<file path="src/rtl/interrupt_dispatcher_if.sv">
// Shared word type and the register-bus interface of interrupt_dispatcher.
// The CPU side drives the bus (master); the dispatcher answers it (slave).
package interrupt_dispatcher_pkg;
  typedef logic [31:0] word_t;
endpackage

interface interrupt_dispatcher_if;
  logic                          chip_select_i;
  logic [3:0]                    addr_i;
  logic                          read_enable_i;
  interrupt_dispatcher_pkg::word_t read_data_o;
  interrupt_dispatcher_pkg::word_t write_data_i;
  logic [3:0]                    write_mask_i;

  modport master (
    output chip_select_i, addr_i, read_enable_i, write_data_i, write_mask_i,
    input  read_data_o
  );

  modport slave (
    input  chip_select_i, addr_i, read_enable_i, write_data_i, write_mask_i,
    output read_data_o
  );
endinterface

</file>
<file path="src/rtl/interrupt_dispatcher.sv">
// 32-source interrupt dispatcher: pending/enable bookkeeping, fixed lowest-index
// priority, and a claim/complete handshake with a single source in service.
module interrupt_dispatcher
  import interrupt_dispatcher_pkg::*;
#(
  parameter word_t EDGE_MASK = 32'h0000_0000
) (
  input  logic                 clk_i,
  input  logic                 rst_i,
  input  word_t                interrupt_i,
  output logic                 interrupt_o,
  interrupt_dispatcher_if.slave bus
);

  typedef enum logic [1:0] {
    IDLE    = 2'd0,
    ASSERT  = 2'd1,
    SERVICE = 2'd2
  } state_e;

  localparam logic [3:0] ADDR_PENDING    = 4'h0;
  localparam logic [3:0] ADDR_ENABLED    = 4'h1;
  localparam logic [3:0] ADDR_CLAIM      = 4'h2;
  localparam logic [3:0] ADDR_IN_SERVICE = 4'h3;

  state_e     state_q, state_d;
  word_t      src_q, src_prev_q;
  word_t      pending_q, pending_d;
  word_t      enabled_q, enabled_d;
  word_t      in_service_q, in_service_d;
  word_t      read_data_q, read_data_d;
  logic [5:0] svc_id_q, svc_id_d;
  logic       irq_q, irq_d;

  word_t      req, set_vec, claim_mask;
  logic       cand_valid;
  logic [4:0] cand_idx;
  logic [5:0] cand_id;
  logic       rd_en, wr_en, claim_rd, do_claim, do_complete;

  // Lowest index wins, so scan from the top and let later hits overwrite.
  always_comb begin
    req        = pending_q & enabled_q;
    cand_valid = |req;
    cand_idx   = '0;
    for (int i = 31; i >= 0; i--) begin
      if (req[i]) cand_idx = 5'(i);
    end
  end

  assign cand_id     = {1'b0, cand_idx} + 6'd1;
  assign rd_en       = bus.chip_select_i & bus.read_enable_i;
  assign wr_en       = bus.chip_select_i & (|bus.write_mask_i);
  assign claim_rd    = rd_en && (bus.addr_i == ADDR_CLAIM);
  assign do_claim    = claim_rd && (state_q == ASSERT) && cand_valid;
  assign do_complete = wr_en && (bus.addr_i == ADDR_CLAIM) && bus.write_mask_i[0]
                       && (state_q == SERVICE) && (bus.write_data_i[5:0] == svc_id_q);
  assign set_vec     = src_q & ~in_service_q & (~EDGE_MASK | ~src_prev_q);
  assign claim_mask  = do_claim ? (word_t'(1) << cand_idx) : '0;

  always_comb begin
    // NOTE: every signal written here gets a default first, so no path can infer a latch.
    state_d      = state_q;
    pending_d    = pending_q;
    enabled_d    = enabled_q;
    in_service_d = in_service_q;
    read_data_d  = read_data_q;
    svc_id_d     = svc_id_q;

    // A fresh edge on the claimed source survives the claim; a held level does not.
    pending_d = (pending_q & ~claim_mask) | (set_vec & ~(claim_mask & ~EDGE_MASK));

    if (wr_en && (bus.addr_i == ADDR_ENABLED)) begin
      for (int b = 0; b < 4; b++) begin
        if (bus.write_mask_i[b]) enabled_d[8*b +: 8] = bus.write_data_i[8*b +: 8];
      end
    end

    if (rd_en) begin
      case (bus.addr_i)
        ADDR_PENDING:    read_data_d = pending_q;
        ADDR_ENABLED:    read_data_d = enabled_q;
        ADDR_CLAIM:      read_data_d = do_claim ? word_t'(cand_id) : '0;
        ADDR_IN_SERVICE: read_data_d = in_service_q;
        default:         read_data_d = '0;
      endcase
    end

    case (state_q)
      IDLE: begin
        if (cand_valid) state_d = ASSERT;
      end
      ASSERT: begin
        if (!cand_valid) begin
          state_d = IDLE;
        end else if (claim_rd) begin
          state_d      = SERVICE;
          in_service_d = claim_mask;
          svc_id_d     = cand_id;
        end
      end
      SERVICE: begin
        if (do_complete) begin
          state_d      = IDLE;
          in_service_d = '0;
          svc_id_d     = '0;
        end
      end
      default: state_d = IDLE;
    endcase

    irq_d = (state_d == ASSERT);
  end

  always_ff @(posedge clk_i or posedge rst_i) begin
    if (rst_i) begin
      state_q      <= IDLE;
      src_q        <= '0;
      src_prev_q   <= '0;
      pending_q    <= '0;
      enabled_q    <= '0;
      in_service_q <= '0;
      read_data_q  <= '0;
      svc_id_q     <= '0;
      irq_q        <= 1'b0;
    end else begin
      // NOTE: non-blocking so src_prev_q captures the old src_q, not this edge's sample.
      state_q      <= state_d;
      src_q        <= interrupt_i;
      src_prev_q   <= src_q;
      pending_q    <= pending_d;
      enabled_q    <= enabled_d;
      in_service_q <= in_service_d;
      read_data_q  <= read_data_d;
      svc_id_q     <= svc_id_d;
      irq_q        <= irq_d;
    end
  end

  assign interrupt_o     = irq_q;
  assign bus.read_data_o = read_data_q;

endmodule

</file>
<file path="src/flat_wrapper.sv">
// flat-port wrapper written by rule: the top's interface ports become plain ports
module interrupt_dispatcher_flat import interrupt_dispatcher_pkg::*;
#(
  parameter word_t EDGE_MASK = 32'h0000_0000
)
  (clk_i, rst_i, interrupt_i, interrupt_o, bus_chip_select_i, bus_addr_i, bus_read_enable_i, bus_write_data_i, bus_write_mask_i, bus_read_data_o);
  interrupt_dispatcher_if bus_i ();
  input  logic clk_i;
  input  logic rst_i;
  input  word_t interrupt_i;
  output logic interrupt_o;
  input wire logic [$bits(bus_i.chip_select_i)-1:0] bus_chip_select_i;
  input wire logic [$bits(bus_i.addr_i)-1:0] bus_addr_i;
  input wire logic [$bits(bus_i.read_enable_i)-1:0] bus_read_enable_i;
  input wire logic [$bits(bus_i.write_data_i)-1:0] bus_write_data_i;
  input wire logic [$bits(bus_i.write_mask_i)-1:0] bus_write_mask_i;
  output wire logic [$bits(bus_i.read_data_o)-1:0] bus_read_data_o;
  assign bus_i.chip_select_i = bus_chip_select_i;
  assign bus_i.addr_i = bus_addr_i;
  assign bus_i.read_enable_i = bus_read_enable_i;
  assign bus_i.write_data_i = bus_write_data_i;
  assign bus_i.write_mask_i = bus_write_mask_i;
  assign bus_read_data_o = bus_i.read_data_o;
  interrupt_dispatcher #(.EDGE_MASK(EDGE_MASK)) u_core (.clk_i(clk_i), .rst_i(rst_i), .interrupt_i(interrupt_i), .interrupt_o(interrupt_o), .bus(bus_i));
endmodule
</file>
<file path="config.mk">
export PLATFORM = sky130hd
export DESIGN_NAME = interrupt_dispatcher_flat
export DESIGN_NICKNAME = d
export VERILOG_FILES = /design/src/rtl/interrupt_dispatcher_if.sv /design/src/rtl/interrupt_dispatcher.sv /design/src/flat_wrapper.sv
export SDC_FILE = /design/constraint.sdc
export NUM_CORES = 1
export LEC_CHECK = 0
export ABC_AREA = 1
export CORE_ASPECT_RATIO = 1.1
export CORE_MARGIN = 5
export CORE_UTILIZATION = 40
export CTS_CLUSTER_SIZE = 14
export DETAILED_ROUTE_END_ITERATION = 8
export GPL_TIMING_DRIVEN = 0
export PLACE_DENSITY = 0.66
export SYNTH_ARGS = -nofsm -noshare
export SYNTH_HDL_FRONTEND = slang
export SYNTH_SLANG_ARGS = --single-unit
</file>
<file path="constraint.sdc">
create_clock -name clk_i -period 6.6 [get_ports clk_i]
set_input_delay 0.99 -clock clk_i [delete_from_list [all_inputs] [get_ports clk_i]]
set_output_delay 0.99 -clock clk_i [all_outputs]
set_load 0.005 [all_outputs]
</file>
==> key figures <==
Run status
  – Status: finished clean

Final layout
  – Synth-to-layout area growth: 28.1%
  – Most frequent cells in the layout: nand2_1, dfrtp_1, clkdlybuf4s50_1
  – # fillers: 1,694
  – Share of cells above drive strength 1: 10.3%
  – Final non-filler cell total: 1,191
  – Final #Nets: 1,017
  – Final instance area: 9510 um2
  – Most common cell after layout, fill and taps aside: nand2_1
  – Ant diodes: 0

Clock tree
  – # Post-CTS Setup Buffers: 0
  – CTS clock-pin slew for the worst setup and hold paths: 0.07 ns
  – Number of H-tree levels: 4
  – Num CTS Buffers: 17
  – Clock Sinks: 169
  – Clock latency on the worst-skew pair: 0.44 ns
  – Cts repair resizes: 0
  – CTS tree: yes
  – Hold Buf Count CTS: 0
  – CTS root buf: clkbuf_16
  – Clock Path Buffers: 2

Placed design
  – Placed cell count: 1,160
  – Final Wtd Congestion: 0.926
  – HPWL Detailed: 15,300 um
  – Post-DP Area: 8840 um2
  – Port Buf Inserts: 108

Setup path
  – Critical Path RT: 6.93 ns
  – R2r startpoint: u_core.pending_q[31]$_DFF_PP0_
  – CP Capture Type: flop
  – R2R Setup Slk: 3.27 ns
  – End of the critical path: u_core.pending_q[3]$_DFF_PP0_
  – Crit Path Class: reg -> reg
  – CP Max Fanout: 4
  – Crit-path max cell delay: 0.38 ns
  – Worst path slowest cell: dfrtp_1
  – CP startpoint: u_core.pending_q[31]$_DFF_PP0_
  – CP most frequent cell: nand2_1
  – Reg2Reg Depth: 41
  – R2r endpoint: u_core.pending_q[3]$_DFF_PP0_
  – Startpoint types: flop
  – Worst Path Arrival: 3.67 ns

Die
  – Core Rows: 52
  – Ports: 109
  – DIE HEIGHT: 153 um
  – Die span in x: 140 um
  – Starting Density: 40.5%
  – Core ar.: 18,300 um2
  – Area of the die: 21,400 um2

Routing
  – Detail Route Antenna Nets: 0
  – WL/cell: 17.7 um
  – Via-to-Cell Ratio: 5.11
  – Vias: 6,091
  – Residual DRC: 0
  – WL final: 21,000 um
  – Starting DRT DRC Count: 540
  – Pre-Repair DR Iteration Count: 5

Hold path
  – Hold Path Class: reg -> reg

Global route
  – Overflow after GRT: 0
  – Vias in the first global route: 5,990
  – Largest net degree at the start of global routing: 132
  – First-pass GRT wire length: 32,900 um
  – GRT Util Overall: 20.0%
  – Initial antenna violation count: 0

Timing
  – Post-layout minimum cycle time: 3.33 ns
  – Worst Skew: 0.0122 ns
  – Max Clock Freq: 300 MHz
  – Final Setup Violations: 0
  – Hold Vio Cnt, Final: 0
  – Max Slew Vio Count: 0
  – Final period util: 50.5%
  – Relative slew slack: 46.6%
  – Worst slew pin tran: 0.801 ns
  – Min Hold Slack: 0.480 ns
  – RSZ-0062 raised after global routing: no

Synth
  – Syn avg cell area: 9.19 um2
  – Post-synth cell types: 37
  – Synth Register Bits: 169
  – Yosys warns: 0
  – Mapped cell area: 7420 um2
  – Syn Nets: 889
  – Cells after synthesis: 808
  – Seq/Total Area, Yosys: 57.0%

Job
  – Number of max-cap violations: 0

Power
  – Leak: 4.45 nW
  – PwrDens: 304 nW/um2
  – VDD IR max: 0.183 mV
-- final cells by class --
cell class / instances / area (um2) / share of cell area, %
buffer: 23 / 93.8 / 0.987
tap: 243 / 304 / 3.20
inverter: 81 / 312 / 3.28
timing repair buffer: 109 / 1110 / 11.7
clock inverter: 11 / 220 / 2.32
multi-input combinational: 535 / 2800 / 29.4
clock buffer: 20 / 447 / 4.70
sequential: 169 / 4230 / 44.5
-- where the power goes --
part / switching, mW / internal [mW]
registers: 0.0789 / 1.17
logic: 0.294 / 0.224
clock network: 0.414 / 0.719
total: 0.787 / 2.11
-- cell usage after synthesis, drive strengths merged --
cell type / n / area [um2]
mux2: 25 / 282
o2bb2ai: 2 / 17.5
a221oi: 16 / 140
nor3b: 1 / 7.51
a31oi: 9 / 56.3
o21bai: 1 / 7.51
o41ai: 1 / 8.76
ha: 5 / 62.6
nand2: 244 / 1000
nor4: 2 / 12.5
dfrtp: 169 / 4230
buf: 4 / 22.5
a21oi: 41 / 205
o21ai: 42 / 210
xor2: 7 / 61.3
clkbuf: 19 / 71.3
a22oi: 1 / 7.51
a21o: 2 / 15.0
o22ai: 19 / 169
nand3: 20 / 105
nand4: 2 / 12.5
nor3: 6 / 30.0
clkinv: 1 / 3.75
inv: 80 / 300
nor2: 85 / 352
a31o: 1 / 8.76
o31ai: 2 / 15.0
nand3b: 1 / 7.51
-- logic make-up (layout without fill, tap and decap cells) --
logic type | after synthesis | after routing | share of synthesized area (%)
multiplexers | 25 | 25 | 3.79
buffers and inverters | 104 | 244 | 5.36
AND/OR/NAND/NOR | 361 | 361 | 20.6
AO/OA/AOI/OAI | 137 | 137 | 11.6
XOR/XNOR | 7 | 7 | 0.826
adder cells (fa/ha/maj) | 5 | 5 | 0.843
flip-flops | 169 | 169 | 57.0
-- worst min-delay path by stage --
| stage | slack, ns | end | startpoint | cells after the start |
|---|---|---|---|---|
| 6_report | 0.48 | u_core.bus.read_data_o[10]$_DFFE_PP0P_ | u_core.bus.read_data_o[10]$_DFFE_PP0P_ | 2 |
| 4_1_cts | 0.49 | u_core.bus.read_data_o[19]$_DFFE_PP0P_ | u_core.bus.read_data_o[19]$_DFFE_PP0P_ | 2 |
| 2_1_floorplan | 0.46 | u_core.in_service_q[10]$_DFFE_PP0P_ | u_core.in_service_q[10]$_DFFE_PP0P_ | 2 |
| 3_5_place_dp | 0.47 | u_core.bus.read_data_o[4]$_DFFE_PP0P_ | u_core.bus.read_data_o[4]$_DFFE_PP0P_ | 1 |
| 3_3_place_gp | 0.47 | u_core.bus.read_data_o[19]$_DFFE_PP0P_ | u_core.bus.read_data_o[19]$_DFFE_PP0P_ | 2 |
| 5_1_grt | 0.50 | u_core.bus.read_data_o[17]$_DFFE_PP0P_ | u_core.bus.read_data_o[17]$_DFFE_PP0P_ | 2 |
-- worst max-delay path, delay by kind of cell, from the launching register on --
| family | cells | cell delay (ns) |
|---|---|---|
| DFF | 1 | 0.38 |
| buffers and inverters | 4 | 0.23 |
| adders and majority gates | 2 | 0.34 |
| and+or+nand+nor | 35 | 2.30 |
-- per-layer routing --
| metal | global-route usage [%] | up-vias | share of wire [%] |
|---|---|---|---|
| met1 | 26.8 | 2981 | 43 |
| li1 | - | 2883 | - |
| met5 | 0 | - | 0 |
| met2 | 32.0 | 190 | 48 |
| met4 | 6.92 | 0 | 2.5 |
| met3 | 4.63 | 37 | 5.9 |
-- per-stage QoR --
step	util [%]	setup TNS (ns)	setup slack [ns]	power, mW
CTS	51.8	0	3.26	2.91
finish	51.8	0	3.27	2.90
global placement	48.0	-212.60	-1.27	1.76
floorplan	-	0	1.03	1.58
detailed placement	48.2	0	2.85	1.78
global route	51.8	0	2.74	3.02
-- flip-flops by register name, summed over array words and instances (netlist names) --
signal / flops
u_core.enabled_q: 32
u_core.in_service_q: 32
u_core.bus.read_data_o: 32
u_core.pending_q: 32
u_core.state_q: 2
u_core.svc_id_q: 6
u_core.interrupt_o: 1
u_core.src_q: 32
Power figures use the tool's default switching activity.
==> edit (config.mk and constraints unchanged) <==
Reset style: synchronous (`rst_i`), changed in one clocked block.
--- a/src/rtl/interrupt_dispatcher.sv
+++ b/src/rtl/interrupt_dispatcher.sv
@@ -113,5 +113,5 @@
   end
 
-  always_ff @(posedge clk_i or posedge rst_i) begin
+  always_ff @(posedge clk_i) begin
     if (rst_i) begin
       state_q      <= IDLE;
Function: differs if rst_i is asserted again (counterexample within 4 cycles, from zero or initial values and one cycle with rst_i high); with rst_i held inactive, the same outputs for 4 cycles.
==> edit against the original RTL <==
Cell count is 18% higher. Worst setup slack worse by 0.64 ns. Critical path depth is 30 lower. Critical path type is now in -> reg. Critical endpoint is now u_core.enabled_q[1]$_SDFFE_PP0P_. Sequential cell count stayed put. Maximum frequency is 16% lower. Sequential share of layout area is 7.5 points lower. Non-clock buffer count is 18 higher. Area after synthesis is 3.2% lower. Core utilization hardly changed. Routed wire length is 6.2% higher. Highest routed layer unchanged. Cell area is 3.7% lower.
Power is not compared: it rests on default switching activity, and its combinational part moved more than twofold at a synthesized area within 25%.
==> edit: results (changes against the original RTL) <==
number of synthesized flops with an enable pin 0 (unchanged); hold depth 1 (was 2); Final #Nets 1,231 (was 1,017); Synth Area in Compound Gates 14.32% (was 11.60%); DP HPWL 17,490 um (was 15,330 um); hold path startpoint u_core.state_q[0]$_SDFF_PP0_ (was u_core.bus.read_data_o[10]$_DFFE_PP0P_); vias in the first global route 6,417 (was 5,990); Seq/Total Area, Yosys 47.10% (was 56.97%); clk_skew 0.01089 ns (was 0.01219 ns); largest net degree at the start of global routing 17 (was 132); asr flop ratio synth 0% (was 100.0%); gr usage total 21.84% (was 19.97%); area share of xor/xnor cells in the synthesized design 0.8535% (was 0.8259%); Iter 0 DRT Violations 505 (was 540); reg2reg setup slack 3.32 ns (was 3.27 ns); Avg Vias per Cell 4.946 (was 5.114); reg2reg start u_core.pending_q[0]$_SDFF_PP0_ (was u_core.pending_q[31]$_DFF_PP0_); Worst Max-Slew Pin Slew 1.236 ns (was 0.8011 ns); final wirelength 22,330 um (was 21,030 um); Synth Net Count 1,106 (was 889); Clock Path Buffers 2 (unchanged); worst endpoint data arrival time 4.28 ns (was 3.67 ns); FF-to-FF path depth 14 (was 41); post-synthesis adder-cell area fraction 0.8709% (was 0.8427%); # port buffers 106 (was 108); synth top area cells dfxtp_1, nand2_1, a21oi_1 (was dfrtp_1, nand2_1, nor2_1); status completed (unchanged); # fillers 1,804 (was 1,694); WHS Endpoint u_core.state_q[1]$_SDFF_PP0_ (was u_core.bus.read_data_o[10]$_DFFE_PP0P_); crit path max fanout 10 (was 4); fraction of layout cells with a size suffix above 1 5.159% (was 10.34%); Rows 51 (was 52); Post-CTS Setup Inserts 0 (unchanged); reg2reg end u_core.in_service_q[0]$_SDFFE_PP0P_ (was u_core.pending_q[3]$_DFF_PP0_); hold_ws 0.4570 ns (was 0.4804 ns); first-pass GRT wire length 34,000 um (was 32,930 um); clock slew at reported path FFs 0.07 ns (about the same); gpl congestion 0.9818 (was 0.9264)
edit: cell count changes after synthesis, moves of 19 or more:
cell | unedited run | this run
a21oi_1 | 41 | 115
dfrtp_1 | 169 | 0
dfxtp_1 | 0 | 169
inv_1 | 69 | 118
mux2_2 | 23 | 0
nand2_1 | 225 | 298
nand3_1 | 19 | 48
nor2_1 | 83 | 104
o211ai_1 | 0 | 19
edit: power by group:
group	total [mW]	switching [mW]	internal [mW]	leakage [nW]
sequential	1.07	0.0194	1.05	1.38
combinational	0.157	0.0872	0.0696	1.99
clock	1.04	0.441	0.603	0.301
total	2.27	0.548	1.72	3.66
edit: critical path: stages:
cell	delay (ns)
clkdlybuf4s50_1	0.40
nor2_1	0.19
inv_1	0.08
nor3_1	0.94
inv_2	0.26
nor2_1	0.26
clkbuf_1	0.44
nand2_1	0.19
clkbuf_1	0.29
o21ai_1	0.19
a21oi_1	0.05
edit: worst max path at each step:
| stage | from | end | slack, ns |
|---|---|---|---|
| finish | bus_addr_i[3] | u_core.enabled_q[1]$_SDFFE_PP0P_ | 2.63 |
| global placement | bus_addr_i[3] | u_core.enabled_q[1]$_SDFFE_PP0P_ | 2.31 |
| global route | bus_addr_i[3] | u_core.enabled_q[1]$_SDFFE_PP0P_ | 2.46 |
| CTS | bus_addr_i[3] | u_core.enabled_q[1]$_SDFFE_PP0P_ | 2.69 |
| floorplan | bus_addr_i[3] | u_core.enabled_q[1]$_SDFFE_PP0P_ | 3.68 |
| detailed placement | bus_addr_i[3] | u_core.enabled_q[5]$_SDFFE_PP0P_ | 2.26 |
edit: final cells by class:
class                           count  area, sq um  share of cell area, %
Sequential cell                   169         3383                  36.95
Multi-Input combinational cell    686         3151                  34.41
Timing Repair Buffer              106         1061                  11.59
Inverter                          126        473.0                  5.165
Clock buffer                       17        425.4                  4.646
Tap cell                          238        297.8                  3.252
Clock inverter                     15        188.9                  2.063
Buffer                             44        176.4                  1.927
edit: per-stage QoR:
step	worst slack, ns	power (mW)	instance area (sq um)	instances
floorplan	3.678	1.157	7183	1025
global placement	2.309	1.243	8542	1369
detailed placement	2.259	1.244	8542	1369
CTS	2.688	2.276	9156	1401
global route	2.461	2.339	9156	1401
finish	2.632	2.267	9156	1401
edit: per-layer routing:
layer	GRT usage (%)	share of wire, %	vias up	wire length [um]
met3	3.844	6.6	38	1478
met1	30.64	47	3155	10480
met2	33.81	44	217	9873
met5	0	0	-	0
li1	-	-	3520	-
met4	7.609	2.2	0	492
edit: logic make-up after synthesis:
group	count (synthesis)
AO/OA/AOI/OAI	184
XOR/XNOR	7
adder cells (fa/ha/maj)	5
buffers and inverters	170
flip-flops	169
AND/OR/NAND/NOR	490
